## src/rtl/uart_pkg.sv

```systemverilog
// Shared types and constants for the 16x-oversampled UART receiver.
package uart_pkg;

  typedef enum logic [2:0] {
    IDLE,
    START,
    DATA,
    PARITY,
    STOP,
    BREAK
  } rx_state_e;

  localparam int OS_RATE   = 16;
  localparam int OS_MID    = 7;
  localparam int OS_LAST   = 15;
  localparam int DATA_BITS = 8;

  // Expected parity bit for a data byte; odd=1 selects odd parity.
  function automatic logic parity_bit(input logic [DATA_BITS-1:0] d, input logic odd);
    return (^d) ^ odd;
  endfunction

endpackage

```

## src/rtl/baud_tick_gen.sv

```systemverilog
// Free-running divider: one-cycle tick every DIV sysclk cycles.
module baud_tick_gen #(
  parameter int DIV = 326
) (
  input  logic sysclk,
  input  logic rst_n,
  output logic tick
);
  localparam int CW = (DIV > 1) ? $clog2(DIV) : 1;

  if (DIV < 2 || DIV > 65535) begin : g_bad_div
    $error("baud_tick_gen: DIV out of range 2..65535");
  end

  logic [CW-1:0] cnt_q, cnt_d;

  assign tick = (cnt_q == CW'(DIV - 1));

  always_comb begin
    cnt_d = tick ? '0 : cnt_q + 1'b1;
  end

  always_ff @(posedge sysclk or negedge rst_n) begin
    if (!rst_n) cnt_q <= '0;
    else        cnt_q <= cnt_d;
  end

endmodule

```

## src/rtl/uart_rx_os16.sv

```systemverilog
// 8N1 UART receiver, 16x oversampled from a tick enable, valid/ack output.
// Define UART_RX_PARITY_EN to add a parity bit between data and stop.
module uart_rx_os16
  import uart_pkg::*;
#(
  parameter int DIV        = 326,
  parameter int PARITY_ODD = 0
) (
  input  logic       sysclk,
  input  logic       rst_n,
  input  logic       rxd,
  input  logic       rx_ack,
  output logic [7:0] rx_data,
  output logic       rx_valid,
  output logic       overrun,
  output logic       frame_err,
  output logic       parity_err,
  output logic       busy
);
  localparam int OS_W = $clog2(OS_RATE);
  localparam int BI_W = $clog2(DATA_BITS);

  if (PARITY_ODD != 0 && PARITY_ODD != 1) begin : g_bad_parity_odd
    $error("uart_rx_os16: PARITY_ODD must be 0 or 1");
  end

  logic tick;

  baud_tick_gen #(.DIV(DIV)) u_tick (
    .sysclk (sysclk),
    .rst_n  (rst_n),
    .tick   (tick)
  );

  // Two-flop synchronizer; idles high so reset does not look like a start bit.
  logic rx_meta_q, rxs_q;

  always_ff @(posedge sysclk or negedge rst_n) begin
    if (!rst_n) begin
      rx_meta_q <= 1'b1;
      rxs_q     <= 1'b1;
    end else begin
      rx_meta_q <= rxd;
      rxs_q     <= rx_meta_q;
    end
  end

  rx_state_e            state_q, state_d;
  logic [OS_W-1:0]      os_q, os_d;
  logic [BI_W-1:0]      bit_q, bit_d;
  logic [DATA_BITS-1:0] shift_q, shift_d;
  logic [7:0]           rx_data_q, rx_data_d;
  logic                 rx_valid_q, rx_valid_d;
  logic                 overrun_q, overrun_d;
  logic                 frame_err_q, frame_err_d;
  logic                 parity_err_q, parity_err_d;
  logic                 deliver;
`ifdef UART_RX_PARITY_EN
  logic                 pbad_q, pbad_d;
`endif

  always_comb begin
    state_d      = state_q;
    os_d         = os_q;
    bit_d        = bit_q;
    shift_d      = shift_q;
    frame_err_d  = 1'b0;
    parity_err_d = 1'b0;
    deliver      = 1'b0;
`ifdef UART_RX_PARITY_EN
    pbad_d       = pbad_q;
`endif
    if (tick) begin
      case (state_q)
        IDLE: begin
          os_d = '0;
          if (!rxs_q) state_d = START;
        end
        START: begin
          os_d = os_q + 1'b1;
          if (os_q == OS_W'(OS_MID)) begin
            os_d    = '0;
            bit_d   = '0;
            state_d = rxs_q ? IDLE : DATA;
`ifdef UART_RX_PARITY_EN
            pbad_d  = 1'b0;
`endif
          end
        end
        DATA: begin
          os_d = os_q + 1'b1;
          if (os_q == OS_W'(OS_LAST)) begin
            shift_d[bit_q] = rxs_q;
            bit_d          = bit_q + 1'b1;
            if (bit_q == BI_W'(DATA_BITS - 1)) begin
`ifdef UART_RX_PARITY_EN
              state_d = PARITY;
`else
              state_d = STOP;
`endif
            end
          end
        end
`ifdef UART_RX_PARITY_EN
        PARITY: begin
          os_d = os_q + 1'b1;
          if (os_q == OS_W'(OS_LAST)) begin
            pbad_d       = (rxs_q != parity_bit(shift_q, PARITY_ODD[0]));
            parity_err_d = pbad_d;
            state_d      = STOP;
          end
        end
`endif
        STOP: begin
          os_d = os_q + 1'b1;
          if (os_q == OS_W'(OS_LAST)) begin
            os_d        = '0;
            frame_err_d = !rxs_q;
            state_d     = rxs_q ? IDLE : BREAK;
`ifdef UART_RX_PARITY_EN
            deliver     = rxs_q && !pbad_q;
`else
            deliver     = rxs_q;
`endif
          end
        end
        BREAK: begin
          os_d = '0;
          if (rxs_q) state_d = IDLE;
        end
        default: begin
          os_d    = '0;
          state_d = IDLE;
        end
      endcase
    end
  end

  // Delivery beats a same-cycle ack; overrun only when an unacked byte is lost.
  always_comb begin
    rx_data_d  = rx_data_q;
    rx_valid_d = rx_valid_q;
    overrun_d  = overrun_q;
    if (deliver) begin
      rx_data_d  = shift_q;
      rx_valid_d = 1'b1;
      if (rx_valid_q) overrun_d = !rx_ack;
    end else if (rx_ack && rx_valid_q) begin
      rx_valid_d = 1'b0;
      overrun_d  = 1'b0;
    end
  end

  always_ff @(posedge sysclk or negedge rst_n) begin
    if (!rst_n) begin
      state_q      <= IDLE;
      os_q         <= '0;
      bit_q        <= '0;
      shift_q      <= '0;
      rx_data_q    <= '0;
      rx_valid_q   <= 1'b0;
      overrun_q    <= 1'b0;
      frame_err_q  <= 1'b0;
      parity_err_q <= 1'b0;
    end else begin
      state_q      <= state_d;
      os_q         <= os_d;
      bit_q        <= bit_d;
      shift_q      <= shift_d;
      rx_data_q    <= rx_data_d;
      rx_valid_q   <= rx_valid_d;
      overrun_q    <= overrun_d;
      frame_err_q  <= frame_err_d;
      parity_err_q <= parity_err_d;
    end
  end

`ifdef UART_RX_PARITY_EN
  always_ff @(posedge sysclk or negedge rst_n) begin
    if (!rst_n) pbad_q <= 1'b0;
    else        pbad_q <= pbad_d;
  end
  assign parity_err = parity_err_q;
`else
  assign parity_err = 1'b0;
`endif

  assign rx_data   = rx_data_q;
  assign rx_valid  = rx_valid_q;
  assign overrun   = overrun_q;
  assign frame_err = frame_err_q;
  assign busy      = (state_q != IDLE);

endmodule

```

## config.mk

```make
export PLATFORM = sky130hd
export DESIGN_NAME = uart_rx_os16
export DESIGN_NICKNAME = d
export VERILOG_FILES = /design/src/rtl/uart_pkg.sv /design/src/rtl/baud_tick_gen.sv /design/src/rtl/uart_rx_os16.sv
export SDC_FILE = /design/constraint.sdc
export NUM_CORES = 1
export LEC_CHECK = 0
export ABC_AREA = 1
export CORE_AREA = 4 4 63 65
export CTS_CLUSTER_DIAMETER = 30
export CTS_CLUSTER_SIZE = 10
export DETAILED_ROUTE_END_ITERATION = 7
export DIE_AREA = 0 0 67 69
export PLACE_DENSITY = 0.86
export SYNTH_ARGS = -nofsm -noshare
export SYNTH_HDL_FRONTEND = slang
export SYNTH_HIERARCHICAL = 1
export SYNTH_SLANG_ARGS = --single-unit
```

## constraint.sdc

```tcl
create_clock -name sysclk -period 4.8 [get_ports sysclk]
set_clock_uncertainty 0.2 [all_clocks]
set_input_delay 1.44 -clock sysclk [delete_from_list [all_inputs] [get_ports sysclk]]
set_output_delay 1.44 -clock sysclk [all_outputs]
set_load 0.02 [all_outputs]
```

==> impl_metrics.ini <==
[route]
num_vias = 1563
wl_um = 3370
drtPass1Iterations = 4
via_per_inst = 5.11
final_antenna_net_count = 0
route.detailed.drc = 0
drt_iter0_markers = 102
wire_per_inst_um = 11.0

[synth]
syn-cell-area_um2 = 1990
synthSimpleGateAreaFrac = 0.317
synth_cells = 242
synth_top_area_cell = dfrtp_1
synth.mux.area_fraction = 0
postSynthAreaPerCell_um2 = 8.23
yosys.area_share.adder = 0.0314
synth-seq-cells = 40
netlist.area_leader.share = 0.478
netlist-cell-type-count = 26
yosysWarnings = 6
synth_compound_gate_area_share = 0.0566
synth_xor_area_frac = 0.0176
synth_top_family_by_area = simple AND/OR/NAND/NOR gates
yosysSeqAreaShare = 0.504
synthTopCellsByArea = dfrtp_1, nand2_1, nand3_1, nor2_1, inv_1
synth_fp_nets = 251

[clocking]
clock_sinks = 40
cts_max_path_buffers = 2
h-tree-depth = 2
cts_setup_buffers = 0
clock-root-buffer = clkbuf_4
cts_tree = done
clk_latency_ns = 0.35
post_cts_resized = 0
cts.clk_slew.worst_paths_ns = 0.12
cts_hold_buffers = 0
numCtsBuffers = 5

[sta]
maxSlewHeadroom = 0.425
worst_pin_slew_ns = 0.862
finalCritPeriodShare = 0.689
setup_viol = 0
finalWorstSetupSlack_ns = 1.49
slew_violations = 0
finalHoldViolations = 0
period_needed_ns = 3.31
max_freq_mhz = 302
setup_tns_ns = 0
rsz0062_at_grt = false

[finish]
fin_util = 0.663
final_area_um2 = 2210
finalNonFillerCells = 306
layout-drive-gt1-share = 0.104
syn_to_final_growth_pct = 11.2
antennaDiodeCount = 0
nets = 268
fillers = 300

[worst_setup_path]
required_ns = 3.16
cp-end-kind = primary output
critical_path_class = flop to primary output
path_max_fanout = 8
worst_ep_arrival_time_ns = 1.67
cp-start-kind = flop

[grt]
grt_pass1_wl_um = 5980
grt_start_max_net_pins = 41
antenna_found_initial = 0
grt_remaining_overflow = 0
grt_pass1_vias = 1422
grt_use_total = 0.167

[place]
dpl.hpwl_um = 2410
place_area_um2 = 2160
pre_cts_slack_ns = 1.90
port_buffers = 15
globalplace.congestion = 0.846
dp.cells = 298

[pwr]
vdd.ir_drop.worst_v = 0.000131
p_per_area_nw_per_um2 = 234
leakage_nw = 1.13

[flow_run]
drv_cap = 0

[floorplanning]
start_util = 0.597
io_pins = 17
core.rowCount = 21
coreArea_um2 = 3340
dieArea_um2 = 4620
die_w_um = 67
die_h_um = 69

[outcome]
outcome = complete, no violations

[hold_path]
hp-class = flop to flop
[layer usage]
layer  GRT usage  up-vias  share of wire
li1            -      801              -
met1       0.212      707           0.46
met2       0.247       48           0.46
met3      0.0438        7          0.061
met4       0.106        0          0.025
met5           0        -              0
[flip-flops by register name, summed over array words and instances, names as in the netlist]
signal	flops
u_tick/cnt_q	9
rx_data	8
shift_q	8
os_q	4
bit_q	3
state_q	3
frame_err	1
overrun	1
rx_meta_q	1
rx_valid	1
rxs_q	1
[worst max-delay path: stages, from the launching register on]
cell and delay [ns]:
dfrtp_1 0.51, inv_1 0.10, nand2_1 0.10, clkdlybuf4s50_1 0.61
[layout by cell type (no fill, tap or decap), types with 7 or more instances in the layout]
cell,netlist,routed
clkdlybuf4s50_1,0,14
inv_1,23,23
o21ai_0,7,7
o21ai_1,10,10
nand2_1,74,74
dfrtp_1,38,38
nand3_1,26,26
nor2_1,24,24
[synthesized netlist by cell type]
| master | instances |
|---|---|
| nand2_1 | 74 |
| dfrtp_1 | 38 |
| nand3_1 | 26 |
| nor2_1 | 24 |
| inv_1 | 23 |
| o21ai_1 | 10 |
| o21ai_0 | 7 |
| ha_1 | 5 |
| nor2_2 | 5 |
| a21oi_1 | 4 |
| inv_2 | 3 |
| xor2_1 | 3 |
| buf_2 | 2 |
| buf_4 | 2 |
| dfstp_2 | 2 |
| nand2_4 | 2 |
| nand4_1 | 2 |
| nor2_4 | 2 |
| buf_6 | 1 |
| clkinv_4 | 1 |
| conb_1 | 1 |
| nand2_2 | 1 |
| nand3_4 | 1 |
| nor2_8 | 1 |
| o21a_1 | 1 |
| xnor2_1 | 1 |
[metrics by stage]
stage               hold slack [ns]  power, mW
finish                        0.165      0.517
global route                  0.170      0.539
CTS                           0.168      0.524
detailed placement            0.151      0.357
global placement              0.148      0.357
floorplan                     0.145      0.349
[area by class of cell]
cell class | instances | area, um^2 | area share
clock buffer | 5 | 37.5 | 0.0170
sequential | 40 | 1000 | 0.453
inverter | 27 | 106 | 0.0480
clock inverter | 3 | 18.8 | 0.00848
tap | 46 | 57.6 | 0.0260
multi-input combinational | 170 | 845 | 0.382
timing repair buffer | 15 | 145 | 0.0656
[report_power, final]
group	internal [mW]	total [mW]	switching [mW]	leakage, nW
Clock	0.0562	0.168	0.111	0.0349
Combinational	0.00204	0.0109	0.00883	0.554
Sequential	0.338	0.339	0.000490	0.538
[final timing paths]
path / from / endpoint / slack, ns / depth (start not counted)
max in group asynchronous: rst_n / os_q[3] / 2.88 / 1
min in group asynchronous: rst_n / u_tick/cnt_q[5] / 0.98 / 1
hold / removal: rx_meta_q / rxs_q / 0.17 / 0
setup / recovery: state_q[2] / busy / 1.49 / 3
setup reg to reg: u_tick/cnt_q[1] / shift_q[7] / 2.55 / 13
hold reg to reg: rx_meta_q / rxs_q / 0.17 / 0
[logic make-up after synthesis]
kind of cell / after synthesis
flops: 40
other cells: 1
compound gates: 22
simple gates: 138
xor+xnor: 4
fa+ha+maj: 5
buf+inv: 32
Power figures use the tool's default switching activity.
